<file path="src/rtl/gest_ctrl_pipe.sv">
// Two-stage hand-gesture control pipeline: clamps both hand positions, quantises
// hover/roll/pitch into buckets and arms/disarms the outputs on a held corner gesture.
module gest_ctrl_pipe #(
  parameter int COORD_W       = 16,
  parameter int MAX_X         = 650,
  parameter int MAX_Y         = 460,
  parameter int MIN_Z         = 550,
  parameter int MAX_Z         = 1300,
  parameter int NUM_BUCKETS   = 4,
  parameter int EDGE_X        = 100,
  parameter int EDGE_Y        = 80,
  parameter int HOLD_SAMPLES  = 8,
  parameter int ROLL_DEADBAND = 40
) (
  input  logic               clock,
  input  logic               reset_n,
  input  logic               sample_valid,
  input  logic [COORD_W-1:0] left_x,
  input  logic [COORD_W-1:0] left_y,
  input  logic [COORD_W-1:0] left_z,
  input  logic [COORD_W-1:0] right_x,
  input  logic [COORD_W-1:0] right_y,
  input  logic [COORD_W-1:0] right_z,
  output logic               out_valid,
  output logic [7:0]         hover,
  output logic [7:0]         roll,
  output logic [7:0]         pitch,
  output logic [1:0]         roll_direction,
  output logic               on,
  output logic               track_lost,
  output logic [1:0]         gest_state
);

  localparam int CNT_W = $clog2(HOLD_SAMPLES + 1);
  localparam logic [CNT_W-1:0]   CNT_MAX    = '1;
  localparam logic [COORD_W-1:0] MAX_X_C    = COORD_W'(MAX_X);
  localparam logic [COORD_W-1:0] MAX_Y_C    = COORD_W'(MAX_Y);
  localparam logic [COORD_W-1:0] MIN_Z_C    = COORD_W'(MIN_Z);
  localparam logic [COORD_W-1:0] MAX_Z_C    = COORD_W'(MAX_Z);
  localparam logic [COORD_W-1:0] EDGE_X_C   = COORD_W'(EDGE_X);
  localparam logic [COORD_W-1:0] EDGE_Y_C   = COORD_W'(EDGE_Y);
  localparam logic [COORD_W:0]   MAX_Y_W    = (COORD_W+1)'(MAX_Y);
  localparam logic [COORD_W:0]   MIN_Z_W    = (COORD_W+1)'(MIN_Z);
  localparam logic [COORD_W:0]   DEADBAND_W = (COORD_W+1)'(ROLL_DEADBAND);

  typedef enum logic [1:0] {IDLE = 2'd0, HOLD = 2'd1, LATCHED = 2'd2} state_e;

  function automatic logic [COORD_W-1:0] clamp_hi(input logic [COORD_W-1:0] v,
                                                  input logic [COORD_W-1:0] hi);
    return (v > hi) ? hi : v;
  endfunction

  function automatic logic [COORD_W-1:0] clamp_rng(input logic [COORD_W-1:0] v,
                                                   input logic [COORD_W-1:0] lo,
                                                   input logic [COORD_W-1:0] hi);
    return (v < lo) ? lo : ((v > hi) ? hi : v);
  endfunction

  // Thresholds fold to constants: k, range and NUM_BUCKETS are all static.
  function automatic logic [7:0] bucket(input logic [COORD_W:0] v, input int range);
    logic [7:0] b;
    b = '0;
    for (int k = 1; k < 16; k++)
      if (k < NUM_BUCKETS && int'(v) >= (k * range) / NUM_BUCKETS) b = b + 8'd1;
    return b;
  endfunction

  logic [COORD_W-1:0]      lx_c, ly_c, lz_c, rx_c, ry_c, rz_c;
  logic                    lost_l, lost_r, qual;
  logic [COORD_W:0]        sum_y_c, sum_z_c;
  logic signed [COORD_W:0] d_c;

  // Stage 0: clamp, lost detection, gesture qualification
  always_comb begin
    lx_c    = clamp_hi(left_x, MAX_X_C);
    rx_c    = clamp_hi(right_x, MAX_X_C);
    ly_c    = clamp_hi(left_y, MAX_Y_C);
    ry_c    = clamp_hi(right_y, MAX_Y_C);
    lz_c    = clamp_rng(left_z, MIN_Z_C, MAX_Z_C);
    rz_c    = clamp_rng(right_z, MIN_Z_C, MAX_Z_C);
    lost_l  = (left_x == '0) && (left_y == '0);
    lost_r  = (right_x == '0) && (right_y == '0);
    qual    = !lost_l && !lost_r && (lx_c < EDGE_X_C) && (rx_c > (MAX_X_C - EDGE_X_C)) &&
              (ly_c < EDGE_Y_C) && (ry_c < EDGE_Y_C);
    sum_y_c = {1'b0, ly_c} + {1'b0, ry_c};
    sum_z_c = {1'b0, lz_c} + {1'b0, rz_c};
    d_c     = $signed({1'b0, ry_c}) - $signed({1'b0, ly_c});
  end

  state_e           state_q, state_d;
  logic [CNT_W-1:0] cnt_q, cnt_d;
  logic             on_q, on_d;

  // Toggle FSM steps with the incoming sample so a completed hold reaches stage 2 with it.
  always_comb begin
    state_d = state_q;
    cnt_d   = cnt_q;
    on_d    = on_q;
    if (sample_valid) begin
      case (state_q)
        IDLE: if (qual) begin
          if (HOLD_SAMPLES <= 1) begin
            on_d    = !on_q;
            state_d = LATCHED;
          end else begin
            cnt_d   = CNT_W'(1);
            state_d = HOLD;
          end
        end
        HOLD: if (qual) begin
          cnt_d = (cnt_q == CNT_MAX) ? cnt_q : cnt_q + CNT_W'(1);
          if (int'(cnt_d) >= HOLD_SAMPLES) begin
            on_d    = !on_q;
            state_d = LATCHED;
          end
        end else begin
          cnt_d   = '0;
          state_d = IDLE;
        end
        LATCHED: if (!qual) begin
          cnt_d   = '0;
          state_d = IDLE;
        end
        default: begin
          cnt_d   = '0;
          state_d = IDLE;
        end
      endcase
    end
  end

  always_ff @(posedge clock or negedge reset_n) begin
    if (!reset_n) begin
      state_q <= IDLE;
      cnt_q   <= '0;
      on_q    <= 1'b0;
    end else begin
      state_q <= state_d;
      cnt_q   <= cnt_d;
      on_q    <= on_d;
    end
  end

  logic [COORD_W:0]        sum_y_p1, sum_z_p1;
  logic signed [COORD_W:0] d_p1;
  logic                    lost_p1;

  // Stage 1: sums and signed roll difference
  always_ff @(posedge clock) begin
    if (sample_valid) begin
      sum_y_p1 <= sum_y_c;
      sum_z_p1 <= sum_z_c;
      d_p1     <= d_c;
      lost_p1  <= lost_l | lost_r;
    end
  end

  logic [COORD_W:0] hov_v, pit_v, absd;
  logic [7:0]       hover_d, roll_d, pitch_d;
  logic [1:0]       dir_d;

  always_comb begin
    hov_v   = MAX_Y_W - (sum_y_p1 >> 1);
    pit_v   = (sum_z_p1 >> 1) - MIN_Z_W;
    absd    = d_p1[COORD_W] ? unsigned'(-d_p1) : unsigned'(d_p1);
    hover_d = bucket(hov_v, MAX_Y);
    pitch_d = bucket(pit_v, MAX_Z - MIN_Z);
    roll_d  = '0;
    dir_d   = 2'd0;
    if (absd >= DEADBAND_W) begin
      roll_d = bucket(absd, MAX_Y);
      dir_d  = d_p1[COORD_W] ? 2'd1 : 2'd2;
    end
    if (lost_p1 || !on_q) begin
      hover_d = '0;
      roll_d  = '0;
      pitch_d = '0;
      dir_d   = 2'd0;
    end
  end

  logic       vld_p1_q, out_valid_q, on_p2_q, lost_p2_q;
  logic [7:0] hover_p2_q, roll_p2_q, pitch_p2_q;
  logic [1:0] dir_p2_q;

  // Stage 2: registered control outputs
  always_ff @(posedge clock or negedge reset_n) begin
    if (!reset_n) begin
      vld_p1_q    <= 1'b0;
      out_valid_q <= 1'b0;
      on_p2_q     <= 1'b0;
      lost_p2_q   <= 1'b0;
      hover_p2_q  <= '0;
      roll_p2_q   <= '0;
      pitch_p2_q  <= '0;
      dir_p2_q    <= 2'd0;
    end else begin
      vld_p1_q    <= sample_valid;
      out_valid_q <= vld_p1_q;
      if (vld_p1_q) begin
        on_p2_q    <= on_q;
        lost_p2_q  <= lost_p1;
        hover_p2_q <= hover_d;
        roll_p2_q  <= roll_d;
        pitch_p2_q <= pitch_d;
        dir_p2_q   <= dir_d;
      end
    end
  end

  assign out_valid      = out_valid_q;
  assign hover          = hover_p2_q;
  assign roll           = roll_p2_q;
  assign pitch          = pitch_p2_q;
  assign roll_direction = dir_p2_q;
  assign on             = on_p2_q;
  assign track_lost     = lost_p2_q;
  assign gest_state     = state_q;

endmodule
</file>
<file path="config.mk">
export PLATFORM = sky130hd
export DESIGN_NAME = gest_ctrl_pipe
export DESIGN_NICKNAME = d
export VERILOG_FILES = /design/src/rtl/gest_ctrl_pipe.sv
export SDC_FILE = /design/constraint.sdc
export NUM_CORES = 1
export LEC_CHECK = 0
export ABC_AREA = 0
export CAP_MARGIN = 40
export CORE_UTILIZATION = 37
export CTS_BUF_LIST = sky130_fd_sc_hd__clkbuf_4 sky130_fd_sc_hd__clkbuf_8
export DETAILED_ROUTE_END_ITERATION = 16
export REMOVE_ABC_BUFFERS = 1
export SETUP_SLACK_MARGIN = 0.2
export SLEW_MARGIN = 20
export SYNTH_ARGS = -nofsm -noshare
export SYNTH_HDL_FRONTEND = slang
export SYNTH_SLANG_ARGS = --single-unit
</file>
<file path="constraint.sdc">
create_clock -name clock -period 3.9 [get_ports clock]
set_input_delay 0.585 -clock clock [delete_from_list [all_inputs] [get_ports clock]]
set_output_delay 0.585 -clock clock [all_outputs]
set_load 0.05 [all_outputs]
</file>
==> run_results.csv, run 1 <==
group,metric,value,unit
finish,n_antenna_cell,0,
power_and_ir_drop,power_leakage,4.27,nW
critical_path,crit_arrival,3740,ps
global_routing,grt_pass1_wl,29200,um
run,cap_violations,0,
clock_tree,cts_htree_levels,3,
clock_tree,cts_root_buffer,"clkbuf_8",
route,vias,6684,
logic_synthesis,avgSynthCellArea,8.67,um2
route,drtIter0Drc,345,
logic_synthesis,synthFlopType,"edfxtp_1",
hold_path,hp-class,"flip-flop to flip-flop",
logic_synthesis,synth_area_leaders,"edfxtp_1, ha_1, dfrtp_1",
floorplan,fp.dieW,140,um
route,wl_per_cell,13.9,um
timing,period_needed,3630,ps
clock_tree,cts_buffers,9,
finish,fin_util,51.5,%
logic_synthesis,synth_common_cells,"inv_1, nor2_1, ha_1",
place,io_buffers,114,
floorplan,io_pins,130,
finish,multiInputGateArea,5020,um2
hold_path,hold_depth,2,
critical_path,required,4010,ps
place,place.detailed.hpwl,14600,um
route,drc_errors,0,
route,drt_wl_total,17900,um
critical_path,reg2reg_to,"roll[0]",
floorplan,die_h,140,um
finish,seq_area,2050,um2
place,gp_congestion,0.861,
global_routing,first_global_vias,6149,
run_status,run_status,"completed",
route,ant_nets,0,
global_routing,grt_usage,18.4,%
timing,post-route-period-util,93.1,%
logic_synthesis,async_flop_share,30.6,%
finish,fillers,1791,
global_routing,grt_max_degree,45,
clock_tree,cts.sinks,72,
global_routing,grtUsageMet3,2.70,%
timing,clock_skew,12.5,ps
critical_path,timing.rr.start,"d_p1[0]",
logic_synthesis,synth_edf_count,50,
clock_tree,hold_buffers,0,
floorplan,dieArea,19700,um2
logic_synthesis,yosysWarnings,0,
global_routing,grt_use_met1,25.6,%
floorplan,coreArea,18800,um2
logic_synthesis,ys_seq_area_share,29.0,%
timing,setup_viol_count_final,0,
timing,worstMarginPinSlew,655,ps
place,placed_area,9150,um2
power_and_ir_drop,power.density,220,nW/um2
timing,rsz0062_at_grt,"no",
global_routing,grt.busiest_layer,"met2",
timing,max_slew_margin,55.9,%
logic_synthesis,synth-seq-cells,72,
critical_path,ff2ff_setup_slack,730,ps
finish,nets,1217,
logic_synthesis,synthCells,817,
critical_path,worstSetupPathType,"input port to flip-flop",
floorplan,row_count,50,
route,viasPerCell,5.18,
critical_path,end_kind,"flip-flop",
route,drt_pre_antenna_iters,5,
timing,finalHoldViolations,0,
timing,fmax,0.276,GHz
global_routing,grt_util_met2,29.7,%
clock_tree,clock_path_buffers,2,
logic_synthesis,synth_area,7090,um2
global_routing,antenna_found_initial,0,
power_and_ir_drop,p_total,2.13,mW
logic_synthesis,synth_top_area_share,21.2,%
logic_synthesis,synth_largest_area_cell,"edfxtp_1",
finish,syn2layout_area_growth,36.5,%
logic_synthesis,yosysMostFrequentCell,"inv_1",
timing,drv_slew,0,
timing,tns,0,ps
power_and_ir_drop,ir_drop,0.129,mV
clock_tree,clk_pin_slew_worst_paths,80,ps
critical_path,cp-start-kind,"input port",
logic_synthesis,synth_cell_type_count,82,
critical_path,reg2reg_depth,11,
critical_path,crit_fanout,4,
clock_tree,cts_tree,"yes",
timing,holdWs,526,ps
hold_path,whs_endpoint,"hover[2]",
finish,final_area,9670,um2
finish,post_route_cells_drive_above_1_share,16.1,%
clock_tree,clk_latency,350,ps
floorplan,initial_core_util,37.8,%
hold_path,min_from,"hover[2]",
global_routing,gr-total-overflow,0,
-- routing by layer --
| metal | vias up | part of all wire [%] | wire length (um) |
|---|---|---|---|
| li1 | 3429 | - | - |
| met2 | 177 | 46 | 8180 |
| met3 | 13 | 4.0 | 720 |
| met5 | - | 0 | 0 |
| met1 | 3065 | 49 | 8800 |
| met4 | 0 | 1.2 | 210 |
-- placed cells by master, fill, tap and decap left out, drive strengths merged, types with 16 or more instances in the layout --
cell           synthesis  final
clkdlybuf4s50          0    100
buf                   18     91
inv                   69     69
nor2                  66     66
ha                    63     63
conb                   2     53
edfxtp                50     50
a21oi                 45     45
nand2                 41     41
o21ai                 40     40
xnor2                 37     37
nor3                  33     33
nand3                 28     28
nor4                  26     26
dfrtp                 22     22
xor2                  21     21
nand2b                16     16
and2                  16     16
-- critical path, stage by stage --
cell and delay, ps:
clkdlybuf4s50_1 570, o211ai_1 130, nand2_1 100, a41oi_2 120
buf_4 170, buf_4 140, nand2b_1 140, ha_4 230
inv_2 60, o311ai_2 90, buf_4 150, a21o_1 170
a211o_1 360, a2111oi_4 380, buf_4 170, or4_1 100
nand3_1 70
-- worst max path at each step --
stage | start | cells after the start | slack (ps) | endpoint
after CTS | right_y[9] | 16 | 160 | d_p1[15]
after detailed placement | right_y[5] | 15 | -400 | d_p1[15]
after global placement | right_y[0] | 15 | -330 | d_p1[15]
final | left_y[2] | 17 | 270 | d_p1[15]
after global routing | left_y[2] | 17 | 130 | d_p1[15]
after floorplan | right_y[9] | 12 | 250 | d_p1[15]
-- flip-flops by register name (all words and copies together) (netlist names), 2 cells and up --
name and cells:
cnt_q 4, hover 3, roll 3, pitch 3, roll_direction 2, sum_y_p1 16, d_p1 17, gest_state 2
sum_z_p1 16
-- layout make-up --
type / instances / area share [%]
clock buffer: 13 / 1.59
clock inverter: 3 / 0.440
inverter: 69 / 2.68
multi-input combinational: 696 / 51.9
sequential: 72 / 21.2
tap: 234 / 3.03
timing repair buffer: 204 / 19.1
-- cell families after synthesis --
logic type	count (synthesis)	synth area share, %
AOI/OAI and AO/OA	214	21.3
xor gates and xnor gates	58	7.28
adders and majority gates	66	12.0
buffers and inverters	100	6.11
DFF	72	29.0
muxes	8	1.20
other	2	0.106
and+or+nand+nor	297	23.1
-- power by group --
| part | total [mW] | leakage (nW) | switching (mW) | internal [mW] |
|---|---|---|---|---|
| clock | 0.595 | 0.101 | 0.272 | 0.324 |
| sequential | 0.952 | 0.781 | 0.0602 | 0.891 |
| combinational | 0.585 | 3.39 | 0.301 | 0.284 |
-- through the flow --
| step | setup slack (ps) | cells |
|---|---|---|
| 6_report | 270 | 1291 |
| 3_5_place_dp | -404 | 1266 |
| 2_1_floorplan | 255 | 837 |
| 3_3_place_gp | -335 | 1265 |
| 4_1_cts | 157 | 1283 |
| 5_1_grt | 133 | 1291 |
-- what timing repair did --
item	in CTS	in global routing
pin swaps	1	24
endpoints found under the setup margin	5	16
gates resized for setup	9	51
buffers inserted	1	8
gates cloned	0	0
Power figures use the tool's default switching activity.
==> inputs of run 2 (changes only) <==
--- a/config.mk
+++ b/config.mk
@@ -10,6 +10,7 @@
 export CORE_UTILIZATION = 37
 export CTS_BUF_LIST = sky130_fd_sc_hd__clkbuf_4 sky130_fd_sc_hd__clkbuf_8
 export DETAILED_ROUTE_END_ITERATION = 16
+export HOLD_SLACK_MARGIN = 0.02
 export REMOVE_ABC_BUFFERS = 1
 export SETUP_SLACK_MARGIN = 0.2
 export SLEW_MARGIN = 20
==> constraint.sdc (replaced) <==
create_clock -name clock -period 3.45 [get_ports clock]
set_input_delay 0.5175 -clock clock [delete_from_list [all_inputs] [get_ports clock]]
set_output_delay 0.5175 -clock clock [all_outputs]
set_load 0.05 [all_outputs]
==> run_results.csv, run 2 (same netlist as run 1, synthesis figures left out) <==
group,metric,value,unit
run_status,run_status,"completed",
timing,max_slew_margin,54.2,%
floorplan,fp.dieW,140,um
route,vias,6904,
route,viasPerCell,5.08,
clock_tree,clk_latency,360,ps
critical_path,crit_chain,"buf_8, nor4_4, nor3_4, nor3_4, or2b_4, buf_6, ha_4, buf_4, nand2b_4, o311ai_2, buf_4, a21o_1, a211o_1, a2111oi_4, buf_4, or4_4, nand3_2",
finish,final_area,10500,um2
finish,n_antenna_cell,0,
critical_path,worstSetupPathType,"input port to flip-flop",
timing,setup_viol_count_final,0,
clock_tree,cts_tree,"yes",
power_and_ir_drop,ir_drop,0.140,mV
floorplan,row_count,50,
critical_path,crit_arrival,3450,ps
clock_tree,cts_buffers,9,
critical_path,required,3680,ps
finish,fillers,1650,
global_routing,antenna_found_initial,0,
route,drc_errors,0,
floorplan,die_h,140,um
finish,top_register,"d_p1",
critical_path,worst_path_max_delay_cell,"or4_4",
timing,rsz0062_at_grt,"yes",
finish,largest_reg_flops,17,
critical_path,cp-start-kind,"input port",
hold_path,whs_endpoint,"vld_p1_q",
hold_path,hp-class,"input port to flip-flop",
finish,fin_util,55.7,%
route,wl_per_cell,14.0,um
global_routing,gr-total-overflow,0,
critical_path,cp_common_cell,"buf_4",
timing,fmax,0.311,GHz
route,drtIter0Drc,327,
route,ant_nets,0,
power_and_ir_drop,power.density,237,nW/um2
critical_path,max_stage_delay,410,ps
floorplan,io_pins,130,
floorplan,coreArea,18800,um2
finish,post_route_cells_drive_above_1_share,27.1,%
critical_path,end_kind,"flip-flop",
clock_tree,clock_path_buffers,2,
critical_path,crit_fanout,4,
timing,post-route-period-util,93.3,%
place,place.detailed.hpwl,15000,um
timing,drv_slew,0,
finish,layout_common_cells,"buf_4, clkdlybuf4s50_1, inv_1",
place,dp_cells,1310,
global_routing,grt_usage,19.6,%
critical_path,ff2ff_setup_slack,360,ps
clock_tree,clk_pin_slew_worst_paths,80,ps
critical_path,reg2reg_depth,11,
floorplan,dieArea,19700,um2
finish,mostFrequentLayoutCell,"buf_4",
timing,worstMarginPinSlew,679,ps
route,drt_wl_total,19100,um
timing,holdWs,480,ps
hold_path,min_from,"sample_valid",
timing,finalHoldViolations,0,
clock_tree,cts_root_buffer,"clkbuf_8",
power_and_ir_drop,power_leakage,4.69,nW
critical_path,reg2reg_to,"roll[0]",
place,placed_area,9470,um2
global_routing,grt_max_degree,41,
timing,clock_skew,10.3,ps
route,drt_pre_antenna_iters,4,
critical_path,critPathTopFamily,"simple AND/OR/NAND/NOR gates",
clock_tree,cts_htree_levels,3,
place,io_buffers,114,
critical_path,critPathBufInv,5,
floorplan,initial_core_util,37.8,%
critical_path,timing.rr.start,"d_p1[1]",
hold_path,hold_depth,1,
finish,finalNonFillerCells,1359,
global_routing,first_global_vias,6510,
place,gp_congestion,0.861,
finish,syn2layout_area_growth,47.5,%
global_routing,grt_pass1_wl,31200,um
finish,top_regs,"d_p1 (17), sum_y_p1 (16), sum_z_p1 (16)",
finish,nets,1285,
timing,period_needed,3220,ps
clock_tree,cts.sinks,72,
run,cap_violations,0,
## run 2: cell types whose count changed in the layout (fill, tap and decap cells not counted), sizes merged
cell and delta:
buf +78, clkdlybuf4s50 -29, dlygate4sd2 +8, clkdlybuf4s15 +7, clkbuf +3, dlymetal6s2s -2, inv +2, clkinv +1
## run 2: how the worst max path moves through the flow
stage / start / to / slack [ps] / cells after the start
global route: right_y[5] / d_p1[12] / 80 / 15
CTS: right_y[5] / d_p1[15] / 180 / 15
global placement: right_y[1] / d_p1[15] / -700 / 15
finish: right_y[5] / d_p1[15] / 230 / 17
floorplan: right_y[9] / d_p1[15] / -130 / 12
detailed placement: right_y[5] / d_p1[15] / -770 / 15
## run 2: layout make-up
class                      count  area, um2  share of cell area (%)
inverter                      69        259                    2.48
clock buffer                  10        138                    1.32
sequential                    72       2050                    19.6
timing repair buffer         272       2310                    22.1
clock inverter                 6       66.3                   0.634
tap                          234        293                    2.80
multi-input combinational    696       5330                    51.0
## run 2: through the flow
step	setup WS, ps	TNS [ps]	total power [mW]
finish	232	0	2.48
global route	81.8	0	2.63
CTS	179	0	2.46
detailed placement	-767	-9590	1.73
global placement	-702	-8640	1.73
floorplan	-128	-228	1.46
## run 2: per-layer routing
layer  global-route usage [%]  vias up  share of wire, %
li1                         -     3571                 -
met1                     26.7     3141                49
met2                     32.0      169                46
met3                     3.11       23               3.4
met4                     5.61        0               1.8
met5                        0        -                 0
## run 2: power by group
part	internal, mW	switching, mW
registers	1.01	0.0653
clock network	0.356	0.341
logic	0.340	0.366
## run 2: timing repair
item / CTS / global route
pin swaps: 49 / 53
buffers inserted: 21 / 12
hold buffers: 0 / 0
cloned: 0 / 0
endpoints found under the setup margin: 21 / 20
resized for setup: 141 / 79
## run 2: worst reg2reg max path, stage by stage (launching register included)
cell and delay (ps):
edfxtp_1 450, inv_1 130, ha_1 220, or3b_4 440
nor4_4 280, mux2i_1 100, o31a_1 310, nor3b_2 260
nand3_1 150, ha_1 340, xor2_1 180, o22ai_1 80
